<file path="config.mk">
export PLATFORM = sky130hd
export DESIGN_NAME = apb3_master
export DESIGN_NICKNAME = d
export VERILOG_FILES = /design/src/rtl/apb3_master.sv
export SDC_FILE = /design/constraint.sdc
export NUM_CORES = 1
export LEC_CHECK = 0
export ABC_AREA = 1
export CAP_MARGIN = 20
export CORE_UTILIZATION = 34
export DETAILED_ROUTE_END_ITERATION = 8
export PLACE_DENSITY = 0.82
export SLEW_MARGIN = 0
export SYNTH_ARGS = -nofsm -noshare
export SYNTH_HDL_FRONTEND = slang
export SYNTH_SLANG_ARGS = --single-unit
</file>
<file path="constraint.sdc">
create_clock -name io_systemClk -period 1.4 [get_ports io_systemClk]
set_clock_uncertainty 0.2 [all_clocks]
set_input_delay 0.35 -clock io_systemClk [delete_from_list [all_inputs] [get_ports io_systemClk]]
set_output_delay 0.35 -clock io_systemClk [all_outputs]
set_load 0.03 [all_outputs]
</file>
<file path="src/rtl/apb3_master.sv">
`default_nettype none
// ============================================================================
// apb3_master : APB3 initiator bridging a valid/ready command stream to
//               SETUP/ACCESS transfers and returning a valid/ready response.
//               Optional ACCESS timeout enabled by APB3_MASTER_TIMEOUT_EN.
// Revision    : 1.0
// ============================================================================
module apb3_master #(
  parameter int unsigned ADDR_WIDTH     = 16,
  parameter int unsigned TIMEOUT_CYCLES = 256
) (
  input  logic                  io_systemClk,
  input  logic                  io_systemReset,
  input  logic                  cmd_valid,
  output logic                  cmd_ready,
  input  logic                  cmd_write,
  input  logic [ADDR_WIDTH-1:0] cmd_addr,
  input  logic [31:0]           cmd_wdata,
  output logic                  rsp_valid,
  input  logic                  rsp_ready,
  output logic [31:0]           rsp_rdata,
  output logic                  rsp_error,
  output logic                  busy,
  output logic [ADDR_WIDTH-1:0] PADDR,
  output logic                  PSEL,
  output logic                  PENABLE,
  output logic                  PWRITE,
  output logic [31:0]           PWDATA,
  input  logic                  PREADY,
  input  logic [31:0]           PRDATA,
  input  logic                  PSLVERROR
);

  localparam logic [1:0] ST_IDLE   = 2'd0;
  localparam logic [1:0] ST_SETUP  = 2'd1;
  localparam logic [1:0] ST_ACCESS = 2'd2;
  localparam logic [1:0] ST_RESP   = 2'd3;

  logic [1:0] r_state;
  logic [1:0] w_state_nxt;
  logic       w_cmd_fire;
  logic       w_timeout_hit;
  logic       w_access_done;
  logic [1:0] w_unused_addr_lsb;

  // Byte lanes below word granularity never reach the bus.
  assign w_unused_addr_lsb = cmd_addr[1:0];

`ifdef APB3_MASTER_TIMEOUT_EN
  localparam int unsigned C_CNT_W = (TIMEOUT_CYCLES > 1) ? $clog2(TIMEOUT_CYCLES) : 1;
  localparam logic [C_CNT_W-1:0] C_CNT_LIMIT = C_CNT_W'(TIMEOUT_CYCLES - 1);

  logic [C_CNT_W-1:0] r_to_cnt;

  always_ff @(posedge io_systemClk) begin
    if (io_systemReset) begin
      r_to_cnt <= '0;
    end else if (r_state == ST_SETUP) begin
      r_to_cnt <= '0;
    end else if (r_state == ST_ACCESS && !PREADY) begin
      r_to_cnt <= r_to_cnt + C_CNT_W'(1);
    end
  end

  assign w_timeout_hit = (r_state == ST_ACCESS) && !PREADY && (r_to_cnt == C_CNT_LIMIT);
`else
  logic [31:0] w_unused_timeout;

  assign w_unused_timeout = TIMEOUT_CYCLES;
  assign w_timeout_hit    = 1'b0;
`endif

  assign w_access_done = (r_state == ST_ACCESS) && (PREADY || w_timeout_hit);

  always_ff @(posedge io_systemClk) begin
    if (io_systemReset) begin
      r_state <= ST_IDLE;
    end else begin
      r_state <= w_state_nxt;
    end
  end

  always_comb begin
    w_state_nxt = r_state;
    case (r_state)
      ST_IDLE:   if (w_cmd_fire)    w_state_nxt = ST_SETUP;
      ST_SETUP:                     w_state_nxt = ST_ACCESS;
      ST_ACCESS: if (w_access_done) w_state_nxt = ST_RESP;
      ST_RESP:   if (rsp_ready)     w_state_nxt = ST_IDLE;
      default:                      w_state_nxt = ST_IDLE;
    endcase
  end

  always_comb begin
    cmd_ready  = (r_state == ST_IDLE) && !io_systemReset;
    busy       = (r_state != ST_IDLE);
    w_cmd_fire = cmd_valid && cmd_ready;
  end

  // PSEL/PENABLE follow the next state so they are aligned with the state register.
  always_ff @(posedge io_systemClk) begin
    if (io_systemReset) begin
      PADDR     <= '0;
      PWRITE    <= 1'b0;
      PWDATA    <= '0;
      PSEL      <= 1'b0;
      PENABLE   <= 1'b0;
      rsp_valid <= 1'b0;
      rsp_rdata <= '0;
      rsp_error <= 1'b0;
    end else begin
      if (w_cmd_fire) begin
        PADDR  <= {cmd_addr[ADDR_WIDTH-1:2], 2'b00};
        PWRITE <= cmd_write;
        PWDATA <= cmd_wdata;
      end
      PSEL    <= (w_state_nxt == ST_SETUP) || (w_state_nxt == ST_ACCESS);
      PENABLE <= (w_state_nxt == ST_ACCESS);
      if (w_access_done) begin
        rsp_valid <= 1'b1;
        rsp_rdata <= (PREADY && !PWRITE) ? PRDATA : 32'h0;
        rsp_error <= PREADY ? PSLVERROR : 1'b1;
      end else if (r_state == ST_RESP && rsp_ready) begin
        rsp_valid <= 1'b0;
      end
    end
  end

endmodule
`default_nettype wire

</file>
# [After elaboration in Yosys (flattened, before gate mapping)]
# Index checks and enable logic that the tools add are counted.
[word_totals] regBits=85 input_bits=87 output_inout_bits=87
[classes] eq_ne=5 mux=8 n_reduce_logical=11
[op_table] op="$mux 32" n=1
[op_table] op="$pmux 2 s4" n=1
[op_table] op="$eq 2x2->1 const B" n=3
[op_table] op="$mux 2" n=3
[op_table] op="$logic_and 1x1->1" n=5
[op_table] op="$eq 2x1->1 const B" n=2
[op_table] op="$reduce_bool 2->1" n=2
[op_table] op="$mux 1" n=3
[op_table] op="$logic_not 1->1" n=2
[op_table] op="$logic_not 2->1" n=1
[op_table] op="$logic_or 1x1->1" n=1

# [Logic depth before layout (Yosys ltp)]
[depth] depth_word=7 ltp_mapped=8

# [Least setup slack after synthesis]
# Ideal clock, no wire load.
[synth_timing] path_kind="register to output" start="register r_state[0]" end="output cmd_ready" arrival_time_ps=1106 t_required_ps=850 slack_ps=-256 stages_incl_launch_ff=4 cell_sequence="dfxtp_1 inv_1 nand2_1 nor2_1"
[synth_between] elab_chain_cells=2
[synth_lines] item="from (decl)" line_no="39" text="logic [1:0] r_state;"
[synth_lines] item="from (signal assigned)" line_no="79" text="r_state <= w_state_nxt;"
[synth_lines] item="$logic_not 2->1" line_no="95" text="cmd_ready = (r_state == ST_IDLE) && !io_systemReset;"
[synth_lines] item="$logic_and 1x1->1" line_no="95"
[synth_lines] item="to (decl)" line_no="15" text="output logic cmd_ready,"
# No other way between the ends.

# [Worst setup path after layout]
# Same ends and word-level chain as after synthesis.

==> results.md <==
* Status: finished, violations left
* Failing checks: negative setup slack
* Crit Path Class: reg2out
* Critical Path Start: r_state[0]
* Max Clock Freq at 0.637 GHz
* Post-DP HPWL at 6.36 mm
* Routed vias/inst at ~4.8
* Ratio of final minimum period to clock period at 112%
* Initial antenna violation count at 0
* Worst R2R Path Depth at 7
* Fraction of registers with async set/reset at 0%
* Nets at around 680
* Synthesized instance count at about 400
* Synthesized area per cell at approximately 7.7 um2
* First-pass GRT wire length at around 16 mm
* DRT Pass-1 Iters at 4
* GP Congestion at between 0.8 and 0.9
* Worst IR Drop VDD at around 0.54 mV
* Top post-synthesis cells by area: dfxtp_1 55%, nand2_1 16%, nand3_1 7.8%
* Unique masters post-synth at 18
* Crit path largest cell delay at around 0.35 ns
* Hold/Removal Path Class: reg2reg
* Pin count of the biggest net entering global routing at between 40 and 50
* Ratio of cells with drive above 1 in the final layout at between 30% and 40%
* Most frequent cell after synthesis: nand2_1
* Commonest cells in the netlist: 131 x nand2_1, 85 x dfxtp_1, 48 x nand3_1
* Final Worst Setup Slack at -0.169 ns
* Setup Viol. Count Final at 78
* Reg2reg start: r_state[1]
* Die area at between 0.009 and 0.01 mm2
* Total power at between 6 and 7 mW
* Area Growth Syn to Fin at 88.8%
* Power per cell area at roughly 1100 mW/mm2
* Die Ht at roughly 100 um
* WL per Instance at 15.1 um
* Starting density of the core at a little over a third
* ANT cells at 0
* # fillers at 740
* Min Hold Slack at 0.268 ns
* Die Width at 97.3 um
* CP Launch Type: register
* Vias at between 3,000 and 4,000
* Number of synthesized flops with an enable pin at 0
* Htree depth at 3
* Endpoint class of the critical path: primary output
* Post-Layout Cell Count at around 700
* Logic pwr share at 25.3%
* Switch Pwr at 1.77 mW
* Clock root buffer: clkbuf_8
* Synth Register Bits at 85
* Worst-path cell chain: inv_4 -> nand2_4 -> nor2_4 -> buf_6
* Slew Limit Fails at 0
* Top-area cell type share of the netlist area at 55.2%
* Clk slew on worst S/H paths at 0.08 ns
* Max cap viols at 0
* Fin crit period at 1.57 ns
* Sw Ratio at 28.6%
* Row count at 34
* All-layer global routing usage at about a fifth
* Synth area leader: dfxtp_1
* Drc violations at 0
* Mapped cell area at around 0.0031 mm2
* Yosys warns at 0
* Hold path startpoint: PADDR[13]
* PortBufs at approximately 170
* DRT iter0 DRCs at 122
* RSZ-0062 raised after global routing: true
* Post-synthesis sequential area ratio at around 55%
* Internal at roughly 4.4 mW
* CP Data Arrival Time at between 1 and 1.5 ns
* Static leakage at roughly 2.7 nW
* Slowest CP cell: dfxtp_4
* Number of global-route vias before repair at 3,222
* Post-CTS Hold Buffers at 0
* Final Hold Violating Endpoints at 0
* Util after Layout at 66.5%
* GR Overflow Total at 0
* CTS buffer count at 9
* Dpl cells at 663
* Drt total wl at between 10 and 15 mm
* Clk sinks at 85
* Routed Antenna Nets at 0
* Max clock buf depth at 2
* CP max FO at 3
* Main synth FF type: dfxtp_1
* Clock power frac at a little under a third
* Sequential fraction of design power at between 40 and 50%
* Worst EP required at 0.85 ns
* I/O pin cnt at 174
* Core area at roughly 0.0088 mm2
* CTS tree: built
* Hold Path Cell Cnt at 2
* Clock latency on the worst-skew pair at 0.34 ns
kinds of logic (layout without fill, tap and decap cells):
kind of cell             Yosys count  after routing  share of synthesized area (%)
AO/OA/AOI/OAI                     51             51                           8.27
adder cells (fa/ha/maj)            1              1                          0.405
buffers and inverters             37            231                           6.33
flip-flops                        85             85                           55.1
other                              1              2                          0.122
AND/OR/NAND/NOR                  224            224                           29.7
sequential cells by signal, indices dropped and copies added (netlist names), 2 cells and up:
signal / flops
rsp_rdata: 32
PADDR: 14
r_state: 2
PWDATA: 32
layout by cell type, fill, tap and decap left out, drive strengths merged, types with 3 or more instances in the layout:
cell	count
clkinv	3
dfxtp	85
nor2	42
inv	6
a21oi	18
clkdlybuf4s50	82
nand2	131
buf	119
o21ai	33
clkbuf	15
nand3	50
through the flow:
stage          TNS (ns)  worst slack, ns  instance area, um2
4_1_cts           -4.52           -0.206                5470
3_5_place_dp     -29.89           -0.452                4750
2_1_floorplan         0          0.00254                3120
3_3_place_gp     -27.88           -0.426                4750
5_1_grt          -12.97           -0.224                5830
6_report          -7.78           -0.169                5830
power groups by stage:
stage	combinational (mW)	sequential, mW	clock (mW)
2_1_floorplan	0.343	3.05	0
3_3_place_gp	1.26	2.73	0
3_5_place_dp	1.28	2.74	0
4_1_cts	1.43	2.73	1.94
5_1_grt	1.65	2.76	2.06
6_report	1.57	2.74	1.89
what timing repair did:
item | 4_1_cts | 5_1_grt
cloned | 2 | 6
buffers inserted | 6 | 9
resized for setup | 148 | 61
pin swaps | 3 | 4
setup endpoints to repair | 94 | 156
worst paths after layout:
check / slack [ns] / end
min: 0.27 / PADDR[13]
max: -0.17 / cmd_ready
max reg2reg: -0.15 / rsp_rdata[9]
min reg2reg: 0.27 / PADDR[13]
cell type report:
class	count	area, um2	share of cell area [%]
clock buffers	11	131	2.25
clock inverters	5	85.1	1.46
inverters	7	43.8	0.752
multi-input cells	278	1250	21.5
flip-flops and latches	85	1820	31.2
well taps	108	135	2.32
repair buffers	208	2360	40.5
metal layers:
metal	track usage, %	up-vias	routed length [um]
met4	6.56	0	174
met1	23.3	1547	4320
met5	0	-	0
li1	-	1651	-
met3	4.53	14	680
met2	37.5	137	5410
critical path, delay by kind of cell, from the launching register on:
family                 cells  cell delay (ns)
buffers and inverters      2             0.19
flip-flops                 1             0.35
AND/OR/NAND/NOR            2             0.14
Power figures use the tool's default switching activity.
